<file path="src/rtl/uart_pkg.sv">
// rtl/uart_pkg.sv - shared constants, divisor record and divisor calculator for the UART baud generator
package uart_pkg;

  localparam int DIV_W_DEF  = 16;
  localparam int FRAC_W_DEF = 4;
  localparam int OVS_DEF    = 16;

  typedef struct packed {
    logic [DIV_W_DEF-1:0]  di;
    logic [FRAC_W_DEF-1:0] df;
  } div_t;

  // Oversample period in 1/2^FRAC_W clk units, rounded to nearest.
  function automatic div_t calc_div(input longint unsigned clk_freq,
                                    input longint unsigned baud);
    longint unsigned den;
    longint unsigned q;
    div_t            r;
    den  = baud * longint'(OVS_DEF);
    q    = ((clk_freq << FRAC_W_DEF) + den / 64'd2) / den;
    r.di = q[FRAC_W_DEF +: DIV_W_DEF];
    r.df = q[FRAC_W_DEF-1:0];
    return r;
  endfunction

endpackage

</file>
<file path="src/rtl/uart_frac_acc.sv">
// rtl/uart_frac_acc.sv - fractional phase accumulator; carry stretches the following period by one cycle
module uart_frac_acc #(
  parameter int FRAC_W = 4
) (
  input  logic              clk_i,
  input  logic              rst_ni,
  input  logic              clr_i,
  input  logic              step_i,
  input  logic [FRAC_W-1:0] inc_i,
  output logic              carry_o
);

  logic [FRAC_W-1:0] acc_q;
  logic              carry_q;
  logic [FRAC_W:0]   sum;

  always_comb begin
    sum = {1'b0, acc_q} + {1'b0, inc_i};
  end

  always_ff @(posedge clk_i or negedge rst_ni) begin
    if (!rst_ni) begin
      acc_q   <= '0;
      carry_q <= 1'b0;
    end else if (clr_i) begin
      acc_q   <= '0;
      carry_q <= 1'b0;
    end else if (step_i) begin
      acc_q   <= sum[FRAC_W-1:0];
      carry_q <= sum[FRAC_W];
    end
  end

  assign carry_o = carry_q;

endmodule

</file>
<file path="src/rtl/uart_baudgen_frac.sv">
// rtl/uart_baudgen_frac.sv - fractional baud generator: os_tick every div_int(+carry) cycles, bit_tick every OVS os_ticks
module uart_baudgen_frac
  import uart_pkg::*;
#(
  parameter int DIV_W  = DIV_W_DEF,
  parameter int FRAC_W = FRAC_W_DEF,
  parameter int OVS    = OVS_DEF
) (
  input  logic              clk_i,
  input  logic              rst_ni,
  input  logic              en_i,
  input  logic [DIV_W-1:0]  div_int_i,
  input  logic [FRAC_W-1:0] div_frac_i,
  input  logic              div_load_i,
  output logic              os_tick_o,
  output logic              bit_tick_o,
  output logic              cfg_err_o,
  output logic              upd_pend_o
);

  localparam int             CW   = DIV_W + 1;
  localparam int             BW   = $clog2(OVS);
  localparam logic [BW-1:0]  BMAX = BW'(OVS - 1);

  logic [DIV_W-1:0]  sh_int_q, act_int_q, act_int_d;
  logic [FRAC_W-1:0] sh_frac_q, act_frac_q, act_frac_d;
  logic              upd_pend_q, upd_pend_d;
  logic              run_q, run_d;
  logic [CW-1:0]     cnt_q, cnt_d, cnt_inc, period;
  logic [BW-1:0]     bcnt_q, bcnt_d;
  logic              os_tick_q, bit_tick_q, cfg_err_q;
  logic              tick, xfer, act_valid_d, carry;

  // run_q marks the first enabled edge as the phase origin, so the first tick lands div_int edges later.
  always_comb begin
    period      = CW'(act_int_q) + CW'(carry);
    cnt_inc     = cnt_q + CW'(1);
    tick        = run_q && en_i && (cnt_inc == period);
    xfer        = upd_pend_q && (!run_q || tick);
    act_int_d   = xfer ? sh_int_q  : act_int_q;
    act_frac_d  = xfer ? sh_frac_q : act_frac_q;
    act_valid_d = (act_int_d > DIV_W'(1));
    run_d       = en_i && act_valid_d;
    upd_pend_d  = div_load_i || (upd_pend_q && !xfer);

    cnt_d = cnt_inc;
    if (!run_q || !run_d || tick) begin
      cnt_d = '0;
    end

    bcnt_d = bcnt_q;
    if (!run_d) begin
      bcnt_d = '0;
    end else if (tick) begin
      bcnt_d = (bcnt_q == BMAX) ? '0 : bcnt_q + BW'(1);
    end
  end

  uart_frac_acc #(
    .FRAC_W (FRAC_W)
  ) u_acc (
    .clk_i   (clk_i),
    .rst_ni  (rst_ni),
    .clr_i   (!run_d),
    .step_i  (tick),
    .inc_i   (act_frac_d),
    .carry_o (carry)
  );

  always_ff @(posedge clk_i or negedge rst_ni) begin
    if (!rst_ni) begin
      sh_int_q   <= '0;
      sh_frac_q  <= '0;
      act_int_q  <= '0;
      act_frac_q <= '0;
      upd_pend_q <= 1'b0;
      run_q      <= 1'b0;
      cnt_q      <= '0;
      bcnt_q     <= '0;
      os_tick_q  <= 1'b0;
      bit_tick_q <= 1'b0;
      cfg_err_q  <= 1'b0;
    end else begin
      if (div_load_i) begin
        sh_int_q  <= div_int_i;
        sh_frac_q <= div_frac_i;
      end
      act_int_q  <= act_int_d;
      act_frac_q <= act_frac_d;
      upd_pend_q <= upd_pend_d;
      run_q      <= run_d;
      cnt_q      <= cnt_d;
      bcnt_q     <= bcnt_d;
      os_tick_q  <= tick;
      bit_tick_q <= tick && (bcnt_q == BMAX);
      cfg_err_q  <= !act_valid_d;
    end
  end

  assign os_tick_o  = os_tick_q;
  assign bit_tick_o = bit_tick_q;
  assign cfg_err_o  = cfg_err_q;
  assign upd_pend_o = upd_pend_q;

endmodule

</file>
<file path="config.mk">
export PLATFORM = sky130hd
export DESIGN_NAME = uart_baudgen_frac
export DESIGN_NICKNAME = d
export VERILOG_FILES = /design/src/rtl/uart_pkg.sv /design/src/rtl/uart_frac_acc.sv /design/src/rtl/uart_baudgen_frac.sv
export SDC_FILE = /design/constraint.sdc
export NUM_CORES = 1
export LEC_CHECK = 0
export BUFFER_PORTS_ARGS = -buffer_cell sky130_fd_sc_hd__buf_4
export CAP_MARGIN = 25
export CORE_MARGIN = 2
export CORE_UTILIZATION = 48
export DETAILED_ROUTE_END_ITERATION = 10
export PLACE_DENSITY = 0.66
export SETUP_SLACK_MARGIN = 0.4
export SYNTH_ARGS = -nofsm -noshare
export SYNTH_HDL_FRONTEND = slang
export SYNTH_SLANG_ARGS = --single-unit
</file>
<file path="constraint.sdc">
create_clock -name clk_i -period 5.35 [get_ports clk_i]
set_input_delay 1.3375 -clock clk_i [delete_from_list [all_inputs] [get_ports clk_i]]
set_output_delay 1.3375 -clock clk_i [all_outputs]
set_load 0.05 [all_outputs]
</file>
==> impl_metrics.toml <==
[setup_path]
cp_slowest_stage_delay_ns = 0.38
cp.arrival_ns = 4.50
rr_startpoint = "act_int_q[0]"
ff2ff_path_depth = 17
reg2reg_slack_ns = 1.07
startpoint_type = "flip-flop"
r2r_end = "u_acc.acc_q[3]"
crit_required_ns = 5.56
crit_type = "flip-flop to flip-flop"
worstPathMaxFanout = 18
cp_common_cell = "ha_1"
cp-end-kind = "flip-flop"
crit_chain = "ha_1 -> ha_1 -> nand3_1 -> nor4_1 -> xnor2_1 -> xnor2_1 -> nor3_1 -> o2111ai_2 -> a21oi_2 -> buf_4 -> mux2_4 -> ha_1 -> a21oi_1 -> xor2_1 -> nor2_1 -> a21oi_1 -> nor3_1"
slowest_stage = "dfrtp_1"

[timing]
setup-tns-final_ns = 0
setup_viol = 0
fin_crit_sh_pct = 80.1
hold_viol = 0
relSlewSlack_pct = 39.9
final_max_slew_viol_count = 0
worstMarginPinSlew_ns = 0.902
setup_slack_ns = 1.07
fmax_mhz = 233
min_period_ns = 4.28
rsz0062_at_grt = "no"
clock_skew_ns = 0.0103

[clock_network]
cts.reportedPaths.clkPinSlew_ns = 0.08
clock_path_buffers = 2
clockRootBuffer = "clkbuf_8"
htreeDepth = 3
cts_sinks = 71
cts_hold_buffers = 0
worstSkewPairLatency_ns = 0.34
cts_made_buffers = 9
post_cts_buffers = 0
cts_tree = "built"
post_cts_resized = 0

[yosys]
async_flop_share_pct = 100
synth-edff-count = 0
ys_top_cells_by_area = "dfrtp_1 46%, mux2_4 7.4%, xnor2_1 6.8%"
synth_warnings = 0
synth.most_common_cell = "dfrtp_1"
synth_top_cell_by_area = "dfrtp_1"
synth_area_sq_um = 3850
ys.flop_type = "dfrtp_1"
synth.net_count = 364
synth_seq_cells = 71
synth.distinct_cells = 51
syn_area_per_cell_sq_um = 11.7
synth_top_area_share_pct = 46.1
yosysSeqAreaShare_pct = 46.1
yosys-top-cells-count = "71 x dfrtp_1, 30 x xnor2_1, 21 x mux2_2, 21 x nor2_1"
netlist_instances = 330

[grt]
first_global_vias = 2530
grt_pass1_wl_um = 12900
grtUsageTotal_pct = 18.8
antenna_found_initial = 0
grt_overflow = 0
grt_max_degree = 72

[hold_path]
hold_path_depth = 1
hp-start = "act_frac_q[3]"
hp-class = "flip-flop to flip-flop"
whs_endpoint = "act_frac_q[3]"

[finish]
nets = 394
drive_above_1_share_pct = 27.5
multi_input_area_sq_um = 1990
diodes = 0
seq_area_sq_um = 1780
area_growth_pct = 11.7
fillCellCount = 689

[placement]
dp_hpwl_um = 5250
port_buffers = 27
gp_congestion = 0.902
place_ws_ns = 0.906

[power_and_ir_drop]
ir_worst_vdd_v = 0.000156
p_leak_uw = 0.00180
powerDensity_nw_per_um2 = 284

[detailed_routing]
drt_iter0_drc = 118
drcViolationCount = 0
num_vias = 2599
wire_per_inst_um = 15.9
drt-total-wl_um = 7390
ant_nets = 0
viasPerCell = 5.58
drt-pass1-iter-count = 4

[outcome]
outcome = "finished clean"

[floorplanning]
start_util_pct = 49.6
core_area_sq_um = 7770
num_rows = 32
fp.dieArea_sq_um = 8760
die_h_um = 93.6
ios = 28
die_w_um = 93.6

[job]
drv_cap = 0
layout by cell type (no fill, tap or decap), types with 5 or more instances in the layout:
cell,Yosys,routed
a21oi_1,7,7
buf_4,0,29
clkbuf_8,0,10
dfrtp_1,71,71
ha_1,9,9
inv_1,6,6
mux2_2,21,21
mux2_4,19,19
mux2i_1,5,5
nand2_1,14,14
nand3_1,12,12
nand4_1,8,8
nor2_1,21,21
nor3_1,19,19
nor4_1,13,13
o21a_1,5,5
o21ai_0,5,5
xnor2_1,30,30
xor2_1,8,8
power breakdown:
group          internal [uW]  switching, uW  total, uW
Combinational            114           89.3        204
Sequential               583           58.9        642
Clock                    176            201        378
stage by stage:
| step | power [uW] | utilization, % | cell area [sq um] | hold slack (ns) | std cells |
|---|---|---|---|---|---|
| 3_3_place_gp | 851 | 53.3 | 4140 | 0.480 | 451 |
| 5_1_grt | 1290 | 55.4 | 4300 | 0.519 | 466 |
| 4_1_cts | 1230 | 55.4 | 4300 | 0.505 | 466 |
| 6_report | 1220 | 55.4 | 4300 | 0.502 | 466 |
| 3_5_place_dp | 857 | 53.3 | 4140 | 0.484 | 451 |
| 2_1_floorplan | 796 | - | 3850 | 0.471 | 330 |
cell type report:
| type | instances | share of cell area, % |
|---|---|---|
| multi-input combinational | 243 | 46.4 |
| clock buffer | 11 | 3.29 |
| timing repair buffer | 29 | 5.06 |
| sequential | 71 | 41.3 |
| inverter | 6 | 0.523 |
| tap | 102 | 2.97 |
| clock inverter | 4 | 0.523 |
metal layers:
layer | vias to the layer above | part of all wire (%) | global-route usage, %
met4 | 0 | 1.5 | 6.76
li1 | 1272 | - | -
met3 | 14 | 3.7 | 4.03
met2 | 50 | 43 | 26.5
met1 | 1263 | 52 | 28.5
met5 | - | 0 | 0
flip-flops by register name (all words and copies together) (netlist names):
register	cells
run_q	1
bcnt_q	4
bit_tick_o	1
u_acc.carry_o	1
sh_int_q	16
sh_frac_q	4
act_frac_q	4
act_int_q	16
os_tick_o	1
cfg_err_o	1
cnt_q	17
u_acc.acc_q	4
upd_pend_o	1
worst max-delay path, delay by kind of cell (launching register included):
family	cells	cell delay (ns)
AOI/OAI and AO/OA	4	0.82
muxes	1	0.34
buffers and inverters	1	0.38
DFF	1	0.38
xor gates and xnor gates	3	0.49
adders and majority gates	3	0.79
and+or+nand+nor	5	0.93
logic make-up after synthesis:
family / after synthesis / synth area share [%]
xor+xnor: 38 / 8.64
compound gates: 36 / 7.14
fa+ha+maj: 10 / 3.44
mux: 45 / 14.8
simple gates: 114 / 17.7
buf+inv: 16 / 2.14
flops: 71 / 46.1
worst max path at each step:
stage / start / to / slack [ns] / cells after the start
after floorplan: en_i / u_acc.carry_o / 1.17 / 13
after global placement: en_i / u_acc.acc_q[3] / 0.98 / 14
after detailed placement: en_i / u_acc.acc_q[3] / 0.91 / 14
after CTS: act_int_q[0] / u_acc.acc_q[3] / 1.03 / 17
after global routing: u_acc.carry_o / u_acc.acc_q[3] / 0.72 / 17
final: act_int_q[0] / u_acc.acc_q[3] / 1.07 / 17
No activity file was read; power rests on OpenSTA's default activity.
